File: config.mk
export PLATFORM = sky130hd
export DESIGN_NAME = rr_arb_16
export DESIGN_NICKNAME = d
export VERILOG_FILES = /design/src/rtl/arb_pkg.sv /design/src/rtl/dec_2_4.sv /design/src/rtl/dec_4_16.sv /design/src/rtl/rr_arb_16.sv
export SDC_FILE = /design/constraint.sdc
export NUM_CORES = 1
export LEC_CHECK = 0
export ABC_AREA = 1
export ABC_CLOCK_PERIOD_IN_PS = 3290
export CAP_MARGIN = 20
export CORE_MARGIN = 1.5
export CORE_UTILIZATION = 46
export DETAILED_ROUTE_END_ITERATION = 8
export GPL_ROUTABILITY_DRIVEN = 0
export GPL_TIMING_DRIVEN = 0
export PLACE_DENSITY = 0.7
export SETUP_SLACK_MARGIN = 0.02
export SLEW_MARGIN = 20
export SYNTH_ARGS = -nofsm -noshare
export SYNTH_HDL_FRONTEND = slang
export SYNTH_HIERARCHICAL = 1
export SYNTH_SLANG_ARGS = --single-unit
File: constraint.sdc
create_clock -name clk -period 3.29 [get_ports clk]
set_input_delay 0.8225 -clock clk [delete_from_list [all_inputs] [get_ports clk]]
set_output_delay 0.8225 -clock clk [all_outputs]
set_load 0.01 [all_outputs]
File: src/rtl/arb_pkg.sv
`default_nettype none
// ============================================================================
// Module   : arb_pkg
// Purpose  : Shared constants, state type and round-robin search helper for
//            the 16-requester arbiter.
// Revision : 1.0 - initial release
// ============================================================================
package arb_pkg;

  localparam int N_REQ = 16;
  localparam int IDX_W = 4;

  typedef enum logic [1:0] {
    IDLE  = 2'd0,
    GRANT = 2'd1,
    GAP   = 2'd2
  } arb_state_t;

  typedef struct packed {
    logic             found;
    logic [IDX_W-1:0] idx;
  } pick_t;

  // First set request at or after ptr, searching upward with wrap 15->0.
  // The loop runs from the farthest offset down so the nearest hit wins.
  function automatic pick_t rr_pick(input logic [N_REQ-1:0] req,
                                    input logic [IDX_W-1:0] ptr);
    pick_t            res;
    logic [IDX_W-1:0] k;
    res.found = 1'b0;
    res.idx   = '0;
    for (int i = N_REQ - 1; i >= 0; i--) begin
      k = ptr + IDX_W'(i);
      if (req[k]) begin
        res.found = 1'b1;
        res.idx   = k;
      end
    end
    return res;
  endfunction

endpackage
`default_nettype wire

File: src/rtl/dec_2_4.sv
`default_nettype none
// ============================================================================
// Module   : dec_2_4
// Purpose  : 2-to-4 one-hot decoder with enable.
// Revision : 1.0 - initial release
// ============================================================================
module dec_2_4 (
  input  logic [1:0] a,
  input  logic       en,
  output logic [3:0] y
);

  // One-hot decode, all zeros while disabled
  always_comb begin
    y    = 4'b0000;
    y[a] = en;
  end

endmodule
`default_nettype wire

File: src/rtl/dec_4_16.sv
`default_nettype none
// ============================================================================
// Module   : dec_4_16
// Purpose  : 4-to-16 one-hot decoder with enable, built from dec_2_4 stages.
// Revision : 1.0 - initial release
// ============================================================================
module dec_4_16 (
  input  logic [3:0]  a,
  input  logic        en,
  output logic [15:0] y
);

  logic [3:0] w_grp_en;

  // Upper two bits pick which low-order decoder is enabled
  dec_2_4 u_hi (
    .a  (a[3:2]),
    .en (en),
    .y  (w_grp_en)
  );

  generate
    for (genvar g = 0; g < 4; g++) begin : g_low
      dec_2_4 u_lo (
        .a  (a[1:0]),
        .en (w_grp_en[g]),
        .y  (y[4*g +: 4])
      );
    end
  endgenerate

endmodule
`default_nettype wire

File: src/rtl/rr_arb_16.sv
`default_nettype none
// ============================================================================
// Module   : rr_arb_16
// Purpose  : Round-robin arbiter for 16 requesters. A grant is held until the
//            grantee signals done, drops its request, or reaches HOLD_MAX
//            cycles; every release is followed by one dead GAP cycle.
// Revision : 1.0 - initial release
// ============================================================================
module rr_arb_16
  import arb_pkg::*;
#(
  parameter int HOLD_MAX = 8
) (
  input  logic             clk,
  input  logic             rst_n,
  input  logic [N_REQ-1:0] req,
  input  logic             done,
  output logic [N_REQ-1:0] gnt,
  output logic [IDX_W-1:0] gnt_idx,
  output logic             gnt_vld,
  output logic             timeout
);

  // A zero HOLD_MAX still needs a 1-bit counter so the logic stays legal
  localparam int c_hc_w = (HOLD_MAX == 0) ? 1 : $clog2(HOLD_MAX + 1);
  localparam logic [c_hc_w-1:0] c_hold_max = c_hc_w'(HOLD_MAX);
  localparam logic [c_hc_w-1:0] c_hold_one = c_hc_w'(1);

  arb_state_t        r_state,    w_state_nxt;
  logic [IDX_W-1:0]  r_ptr,      w_ptr_nxt;
  logic [IDX_W-1:0]  r_gnt_idx,  w_gnt_idx_nxt;
  logic              r_gnt_vld,  w_gnt_vld_nxt;
  logic [c_hc_w-1:0] r_hold_cnt, w_hold_cnt_nxt;
  logic              r_timeout,  w_timeout_nxt;

  pick_t             w_pick;
  logic              w_req_held;
  logic              w_limit;

  // Registered arbiter state; everything returns to zero on reset
  always_ff @(posedge clk) begin
    if (!rst_n) begin
      r_state    <= IDLE;
      r_ptr      <= '0;
      r_gnt_idx  <= '0;
      r_gnt_vld  <= 1'b0;
      r_hold_cnt <= '0;
      r_timeout  <= 1'b0;
    end else begin
      r_state    <= w_state_nxt;
      r_ptr      <= w_ptr_nxt;
      r_gnt_idx  <= w_gnt_idx_nxt;
      r_gnt_vld  <= w_gnt_vld_nxt;
      r_hold_cnt <= w_hold_cnt_nxt;
      r_timeout  <= w_timeout_nxt;
    end
  end

  // Next-state: pick in IDLE, hold or release in GRANT, one dead cycle in GAP
  always_comb begin
    w_pick         = rr_pick(req, r_ptr);
    w_req_held     = req[r_gnt_idx];
    w_limit        = (HOLD_MAX != 0) && (r_hold_cnt == c_hold_max);
    w_state_nxt    = r_state;
    w_ptr_nxt      = r_ptr;
    w_gnt_idx_nxt  = r_gnt_idx;
    w_gnt_vld_nxt  = r_gnt_vld;
    w_hold_cnt_nxt = r_hold_cnt;
    w_timeout_nxt  = 1'b0;
    case (r_state)
      IDLE: begin
        if (w_pick.found) begin
          w_gnt_idx_nxt  = w_pick.idx;
          w_gnt_vld_nxt  = 1'b1;
          w_hold_cnt_nxt = c_hold_one;
          w_state_nxt    = GRANT;
        end
      end
      GRANT: begin
        if (done || !w_req_held || w_limit) begin
          // Timeout only when the limit alone caused the release
          w_timeout_nxt  = !done && w_req_held;
          w_gnt_vld_nxt  = 1'b0;
          w_ptr_nxt      = r_gnt_idx + IDX_W'(1);
          w_hold_cnt_nxt = '0;
          w_state_nxt    = GAP;
        end else begin
          w_hold_cnt_nxt = r_hold_cnt + c_hold_one;
        end
      end
      GAP: begin
        w_state_nxt = IDLE;
      end
      default: begin
        w_state_nxt   = IDLE;
        w_gnt_vld_nxt = 1'b0;
      end
    endcase
  end

  // Outputs come straight from registers; gnt only passes through the decoder
  always_comb begin
    gnt_idx = r_gnt_idx;
    gnt_vld = r_gnt_vld;
    timeout = r_timeout;
  end

  dec_4_16 u_dec (
    .a  (r_gnt_idx),
    .en (r_gnt_vld),
    .y  (gnt)
  );

endmodule
`default_nettype wire

==> results of run 1 <==
## through the flow
| step | cells | util [%] |
|---|---|---|
| 6_report | 619 | 58.3 |
| 5_1_grt | 619 | 58.3 |
| 4_1_cts | 617 | 57.4 |
| 3_5_place_dp | 613 | 56.3 |
| 3_3_place_gp | 613 | 56.3 |
| 2_1_floorplan | 501 | - |
## metal layers
layer	vias up	part of all wire (%)	GRT usage [%]
met2	141	45	49.8
met4	0	2.5	8.04
met3	19	7.6	3.60
met1	1538	45	37.0
met5	-	0	0
li1	1711	-	-
## worst paths after layout
kind | start | endpoint | slack [ns] | cells after the start
worst min-delay path | gnt_vld | gnt_vld | 0.51 | 2
worst min register to register | gnt_vld | gnt_vld | 0.51 | 2
worst max-delay path | req[2] | r_hold_cnt[2] | 0.25 | 15
worst max register to register | r_ptr[1] | r_hold_cnt[2] | 0.26 | 16
## flip-flops by register name, indices dropped and copies added, names as in the netlist
register and cells:
r_state 2, timeout 1, gnt_idx 4, r_hold_cnt 4, r_ptr 4, gnt_vld 1
## timing repair
item                                    in CTS  in global routing
gates resized for setup                      1                 14
endpoints found under the setup margin       4                 10
hold endpoints to repair                     0                  0
pin swaps                                    0                  3
buffers inserted                             0                  2
## area by class of cell
class	count	area [sq um]
fill	569	2300
buffer	13	101
clock buffer	4	55.1
multi-input combinational	407	1980
sequential	16	323
timing repair buffer	42	415
inverter	65	244
tap	72	90.1
## power by group through the flow
stage / Sequential, mW / Combinational [mW] / Clock (mW)
after global routing: 0.357 / 3.12 / 0.185
after detailed placement: 0.346 / 2.60 / 0
final: 0.345 / 2.78 / 0.174
after floorplan: 0.329 / 1.99 / 0
after CTS: 0.343 / 2.61 / 0.176
after global placement: 0.345 / 2.58 / 0
## cells in the final DEF, fill, tap and decap left out
cell             synthesis  final
a211oi_1                 1      1
a21boi_0                 1      1
a21o_1                   3      3
a21oi_1                 38     38
a21oi_2                  2      2
a21oi_4                  1      1
a31o_2                   1      1
a31oi_1                  1      1
buf_2                   10      6
buf_4                    0      2
buf_6                    3      5
clkbuf_4                 0      2
clkbuf_8                 0      4
clkdlybuf4s50_1          0     40
dfxtp_1                 16     14
dfxtp_2                  0      2
ha_1                    10     10
inv_1                   60     60
inv_2                    5      5
nand2_1                182    181
nand2_2                  3      4
nand3_1                 77     77
nand4_1                  2      2
nor2_1                  42     40
nor2_2                   0      1
nor2_4                   0      1
nor4_1                   1      1
nor4_2                   1      1
o211ai_1                 1      1
o21a_2                   1      1
o21ai_0                 17     16
o21ai_1                  3      4
o21ai_4                  0      1
o21bai_1                 1      1
o221ai_1                 3      3
o22ai_1                  5      5
xnor2_1                  3      3
xnor2_2                  1      1
xor2_1                   4      4
xor2_2                   1      1
## tightest hold or removal path, delay by kind of cell (launching register included)
kind,cells,cell delay (ns)
flip-flops,1,0.34
AND/OR/NAND/NOR,1,0.07
AO/OA/AOI/OAI,1,0.05
## cell families after synthesis
kind of cell | Yosys count
AND/OR/NAND/NOR | 308
AO/OA/AOI/OAI | 80
buffers and inverters | 78
flip-flops | 16
adder cells (fa/ha/maj) | 10
XOR/XNOR | 9
==> metrics.cfg, run 1 <==
[global_routing]
grt_max_degree = 18
first_global_vias = 3065
grt_pass1_wl_microns = 14200
antenna_found_initial = 0
grt_use_total_pct = 28.6
gr-total-overflow = 0

[final_layout]
post_route_cells_drive_above_1_share_pct = 7.50
fin_area_sq_um = 3210
areaGrowthSynthToFinish_pct = 23.0
final_nets = 577
diodes = 0

[routing]
drc = 0
num_vias = 3409
routedWlPerCell_microns = 14.1
wl_microns = 8730
drt_first_pass_iters = 5
drt_iter0_drc = 298
via_per_inst = 5.51
ant_nets = 0

[critical_path]
crit_path_end_kind = flip-flop
critPathKind = in -> reg
path_buf_inv = 4
cp.arrival_ns = 3.21
crit_required_ns = 3.46
cp_slowest_stage_delay_ns = 0.48
start_kind = primary input
cpMaxStageDelayCell = clkdlybuf4s50_1
crit_family = simple AND/OR/NAND/NOR gates
cp_cell_sequence = clkdlybuf4s50_1 > nand2_1 > nand3_1 > nand3_1 > nand2_1 > nand2_1 > inv_2 > a21oi_4 > inv_2 > nor4_2 > nand4_1 > o21ai_4 > buf_6 > nand3_1 > a21oi_1
path_max_fanout = 10

[yosys]
synth-simple-area-share_pct = 48.9
ys_types = 33
muxShareOfSynthArea_pct = 0
synth_compound_area_share_pct = 17.9
synth_common_cells = nand2_1, nand3_1, inv_1, nor2_1, a21oi_1
synth-xor-area-share_pct = 3.60
async_flop_share_pct = 0
synth_edf_count = 0
ys_seq_area_share_pct = 12.3
synthAdderAreaFrac_pct = 4.79
ys_ff_latch = 16
yosysMostFrequentCell = nand2_1
synth_nets = 530
synth_top_area_cell = nand2_1
yosys_most_used_dff = dfxtp_1
yosys.area.top_type_share_pct = 26.2
synth_top_family_by_area = simple AND/OR/NAND/NOR gates
synth.area.top_cells = nand2_1, nand3_1, dfxtp_1
synthCells = 501
synth_warnings = 6
synth_area_sq_um = 2610
synth.avg_cell_area_sq_um = 5.21

[power_and_ir_drop]
p_seq_share_pct = 10.5
power_mw = 3.29
p_switching_mw = 1.97
pwr-share-comb_pct = 84.2
p_int_mw = 1.32
power_density_nw_per_um2 = 1030
ir_worst_vdd_uv = 476
p_clk_share_pct = 5.3
p_leak_nw = 1.60
switching_share_pct = 59.8

[timing]
worst_clock_skew_ns = 0.00378
post-route-min-period_ns = 3.04
tightestPinTransition_ns = 0.564
maxSlewViolCount = 0
finalHoldViolations = 0
tns_ns = 0
max_freq_mhz = 329
rsz0062_at_grt = yes
period_share_pct = 92.5
worst_slack_ns = 0.247
setup_viol = 0
relSlewSlack_pct = 62.3
hold_slack_ns = 0.506

[min_path]
holdCritPathClass = reg -> reg

[clocking]
cts_tree = built
root_buffer = clkbuf_8
cts-htree-levels = 1
clockBufferDepth = 2
ctsHoldBuffers = 0
cts.sinks = 16
numCtsBuffers = 3
clk_latency_ns = 0.25
clkTransAtPathRegs_ns = 0.06

[floorplanning]
start_util_pct = 47.4
std_cell_rows = 27
dieArea_sq_um = 6130
dieWidth_microns = 78.3
core_sq_um = 5510
die_h_microns = 78.3
ios = 41

[placement]
place_area_sq_um = 3100
dpl.hpwl_microns = 6940
pre_cts_ws_ns = 0.0238
io_buffers = 40

[run_status]
status = finished, final reports clean

[run]
drv_cap = 0

Power figures use the tool's default switching activity.
==> inputs of run 2 (changes only) <==
--- a/config.mk
+++ b/config.mk
@@ -14,6 +14,7 @@
 export GPL_ROUTABILITY_DRIVEN = 0
 export GPL_TIMING_DRIVEN = 0
 export PLACE_DENSITY = 0.7
+export RECOVER_POWER = 100
 export SETUP_SLACK_MARGIN = 0.02
 export SLEW_MARGIN = 20
 export SYNTH_ARGS = -nofsm -noshare
==> run 2 against run 1 <==
Compared with the run above:
- non-clock buffer count unchanged
- global-route usage unchanged
- highest routed layer unchanged
- total power down 1.1%
- final area down 0.31%
- sequential power about the same
- sequential share of layout area about the same
- utilization down 0.18 points
- sequential cell count unchanged
- cell count unchanged
- worst setup slack worse by 0.029 ns
- via count down 0.82%
- largest power group unchanged
==> metrics.cfg, run 2 (synthesis results as in run 1) <==
[run_status]
status = finished, final reports clean

[critical_path]
worstRegToRegCells = 16
cp.arrival_ns = 3.24
regToRegSetupSlack_ns = 0.24
start_kind = primary input
critPathKind = in -> reg
crit_required_ns = 3.46
crit_start = req[2]
r2r_end = r_hold_cnt[2]
path_max_fanout = 10
crit_end = r_hold_cnt[2]
crit_path_end_kind = flip-flop
worstReg2RegStart = r_ptr[1]

[placement]
place_area_sq_um = 3100
dpl.hpwl_microns = 6940
io_buffers = 40

[global_routing]
grt_pass1_wl_microns = 14200
first_global_vias = 3065
grt_max_degree = 18
antenna_found_initial = 0
grt_use_total_pct = 28.6
gr-total-overflow = 0

[timing]
max_freq_mhz = 325
worst_clock_skew_ns = 0.00277
rsz0062_at_grt = yes
period_share_pct = 93.4
post-route-min-period_ns = 3.07
maxSlewViolCount = 0
tightestPinTransition_ns = 0.572
tns_ns = 0
relSlewSlack_pct = 61.8
finalHoldViolations = 0
setup_viol = 0

[clocking]
cts-htree-levels = 1
numCtsBuffers = 3
clkTransAtPathRegs_ns = 0.06
clockBufferDepth = 2
cts.sinks = 16
cts_tree = built
clk_latency_ns = 0.25
root_buffer = clkbuf_8

[routing]
num_vias = 3381
drt_iter0_drc = 293
drc = 0
drt_first_pass_iters = 5
routedWlPerCell_microns = 14.0
ant_nets = 0
wl_microns = 8650
via_per_inst = 5.46

[final_layout]
final_nets = 577
diodes = 0
post_route_cells_drive_above_1_share_pct = 7.13
areaGrowthSynthToFinish_pct = 22.6
fin_area_sq_um = 3200
layout_common_cells = nand2_1, nand3_1, inv_1, nor2_1, a21oi_1
final_common_cell = nand2_1

[floorplanning]
dieWidth_microns = 78.3
dieArea_sq_um = 6130
std_cell_rows = 27
core_sq_um = 5510
die_h_microns = 78.3
ios = 41
start_util_pct = 47.4

[min_path]
holdCritPathClass = reg -> reg
min_path_cells = 2

[power_and_ir_drop]
ir_worst_vdd_uv = 473
power_density_nw_per_um2 = 1020
power_mw = 3.26
p_leak_nw = 1.67

[run]
drv_cap = 0

run 2: worst max-delay path: stages:
cell	delay [ns]
clkdlybuf4s50_1	0.48
nand2_1	0.14
nand3_1	0.11
nand3_1	0.11
nand2_1	0.12
nand2_1	0.11
inv_2	0.05
a21oi_4	0.14
inv_2	0.08
nor4_1	0.22
nand4_1	0.21
o21ai_4	0.26
buf_6	0.17
nand3_1	0.07
a21oi_1	0.16
run 2: worst min path at each step:
| stage | slack [ns] | startpoint | endpoint |
|---|---|---|---|
| finish | 0.50 | gnt_vld | gnt_vld |
| global route | 0.53 | r_hold_cnt[3] | r_hold_cnt[3] |
| CTS | 0.51 | gnt_vld | gnt_vld |
| detailed placement | 0.50 | gnt_vld | gnt_vld |
| global placement | 0.50 | gnt_vld | gnt_vld |
| floorplan | 0.48 | r_hold_cnt[3] | r_hold_cnt[3] |
run 2: metrics by stage:
stage               hold WS [ns]  setup slack (ns)  instances  utilization, %
detailed placement         0.502            0.0238        613            56.3
floorplan                  0.483             0.613        501               -
CTS                        0.511            0.0461        617            57.4
global route               0.531          -0.00612        619            58.1
finish                     0.504             0.218        619            58.1
global placement           0.498            0.0624        613            56.3
run 2: final cells by class:
cell class                 count  area [sq um]
sequential                    16           323
multi-input combinational    407          1970
fill                         572          2310
buffer                        13           101
tap                           72          90.1
timing repair buffer          42           415
inverter                      65           244
clock buffer                   4          55.1
run 2: timing repair:
| action | CTS | global route |
|---|---|---|
| buffers inserted | 0 | 2 |
| endpoints found under the setup margin | 4 | 10 |
| pin swaps | 0 | 3 |
| hold buffers | 0 | 0 |
| gates resized for setup | 1 | 14 |
run 2: routing by layer:
metal  track usage [%]  part of all wire [%]  up-vias  routed length, microns
met3              3.60                   7.5       18                     645
met5                 0                     0        -                       0
met1              37.0                    45     1514                    3880
li1                  -                     -     1711                       -
met2              49.8                    45      138                    3910
met4              8.04                   2.5        0                     220
run 2: report_power, final:
group | total, mW | internal (mW) | switching (mW)
registers | 0.345 | 0.243 | 0.101
clock network | 0.174 | 0.106 | 0.0677
logic | 2.74 | 0.954 | 1.79
==> patch: new RTL, settings of run 1 <==
The parameter `HOLD_MAX` goes from 8 to 4.
--- a/src/rtl/rr_arb_16.sv
+++ b/src/rtl/rr_arb_16.sv
@@ -9,7 +9,7 @@
 module rr_arb_16
   import arb_pkg::*;
 #(
-  parameter int HOLD_MAX = 8
+  parameter int HOLD_MAX = 4
 ) (
   input  logic             clk,
   input  logic             rst_n,
Formal check against the unedited RTL: not equivalent (Yosys sat finds a counterexample within 10 cycles, from zero or initial values and one cycle with rst_n low).
==> patch against run 1 <==
Total power rose by 5.7%; worst hold slack better by 0.0085 ns; die area increased by 4.2%; final area increased by 2.6%; count of clock-buffer cells in the layout unchanged; synthesized area is 4.4% higher; sequential cell count is 1 lower; worst setup slack improved by 0.0063 ns; wire length up 0.96%; non-clock buffer count rose by 1; sequential share of layout area down 0.90 points.
==> patch: results (changes against run 1) <==
[clock_tree]
cts_buffers = 3  ; unchanged
cts-resized-gates = 2  ; +1
cts_setup_buffers = 0  ; unchanged
insertion_delay_ns = 0.24
cts_root_buf = clkbuf_8
htree_levels = 1  ; unchanged

[synthesis]
yosys_warnings = 6  ; unchanged
synth.top_cells.by_area = nand2_1 (23%), nand3_1 (13%), dfxtp_1 (11%)
ys_async_sr_fraction_pct = 0  ; unchanged
synth_most_common_cell = nand2_1
synth-edff-count = 0  ; unchanged
synthTopCellsByCount = nand2_1 (166), nand3_1 (69), inv_1 (58)
synthFlopType = dfxtp_1
yosys.cell_types.count = 33  ; unchanged
syn-num-nets = 534  ; +0.75%
yosysSeqAreaShare_pct = 11.0  ; -1.3 points

[worst_setup_path]
timing.rr.end = gnt_idx[1]
reg2reg_depth = 16  ; unchanged
cpLargestDelayFamily = simple AND/OR/NAND/NOR gates
cp_max_fo = 13  ; +3
r2r_slack_ns = 0.25
cpPeakStageDelay_ns = 0.36  ; -0.12 ns
crit_slowest_cell = dfxtp_2
critPathLaunch = r_ptr[1]

[placed_design]
place_ws_ns = -0.0405  ; -0.0643 ns
place_hpwl_mm = 7.06  ; +1.8%

[sta]
fin_hold_ws_ns = 0.515  ; +0.00851 ns
fin_skew_ns = 0.00102  ; -0.00276 ns
slew_headroom_pct = 60.8  ; -1.5 points

[power_and_ir_drop]
leakage_nw = 1.65  ; +3.3%
vdd.ir_drop.worst_v = 0.000563  ; +18%

[detailed_routing]
post_drt_wl_per_cell_um = 14.2  ; +0.64%
wl_met2_mm = 4.09  ; +3.7%
via_per_inst = 5.37  ; -2.4%
first_iter_violations = 366  ; +23%
dr_wl_met3_um = 554  ; -16%
wl_met1_mm = 4.00  ; +2.5%
drt_first_pass_iters = 7  ; +2
top_layer_used = met4

[global_route]
met3_usage_pct = 1.37  ; -2.2 points
met1_usage_pct = 37.9  ; +0.91 points
grt-busiest-layer = met2
grt_max_degree = 18  ; unchanged
track_usage_pct = 28.7  ; +0.062 points
grt_pass1_wl_mm = 14.6  ; +2.7%
grt_pass1_vias = 3122  ; +1.9%
antenna_found_initial = 0  ; unchanged
grtUsageMet2_pct = 51.0  ; +1.2 points

[finish]
antenna_cells_inserted = 0  ; unchanged
drive_above_1_share_pct = 10.9  ; +3.4 points
num-fill-cells = 575  ; +1.1%
final_nets = 579  ; +0.35%

[worst_hold_path]
hold_path_end = gnt_vld
min_delay_path_depth = 2  ; unchanged
hp-class = flip-flop to flip-flop
hold_start = gnt_vld

[run_status]
status = completed

[patch: cell count changes after synthesis, moves of 4 or more]
cell and delta:
a21oi_1 +10, buf_2 -5, buf_4 +4, nand2_1 -16, nand2_2 +15, nand2_4 +4
nand3_1 -8
[patch: layout make-up]
class                      instances  area share (%)
multi-input combinational        410            62.9
clock buffer                       4            1.37
inverter                          64            7.37
sequential                        15            9.15
tap                               72            2.73
timing repair buffer              40            12.1
buffer                            16            4.29
[patch: cell families (layout without fill, tap and decap cells)]
group	count (synthesis)	count (layout)	share of synthesized area (%)
compound gates	81	81	16.5
xor+xnor	9	9	3.58
fa+ha+maj	10	10	4.59
buf+inv	80	124	13.7
flops	15	15	11.0
simple gates	310	310	50.6
[patch: power breakdown]
group,switching (mW),total [mW],internal [mW],leakage (nW)
clock,0.0588,0.144,0.0855,0.0228
combinational,1.98,3.02,1.04,1.50
sequential,0.0901,0.320,0.230,0.124
total,2.12,3.48,1.36,1.65
[patch: worst max-delay path by stage]
| stage | endpoint | slack [ns] | cells past startpoint |
|---|---|---|---|
| 6_report | gnt_idx[1] | 0.25 | 16 |
| 5_1_grt | gnt_idx[2] | 0.04 | 16 |
| 4_1_cts | gnt_idx[1] | 0.03 | 16 |
| 3_5_place_dp | gnt_idx[0] | -0.04 | 23 |
| 3_3_place_gp | gnt_idx[2] | -0.02 | 16 |
| 2_1_floorplan | r_hold_cnt[0] | 0.58 | 17 |
[patch: per-stage QoR]
stage	instance area (um^2)	TNS, ns	utilization [%]	std cells
after floorplan	2730	0	-	505
after global placement	3220	-0.0225	57.3	617
after detailed placement	3220	-0.126	57.3	617
after CTS	3270	0	58.2	621
after global routing	3300	0	58.8	621
final	3300	0	58.8	621
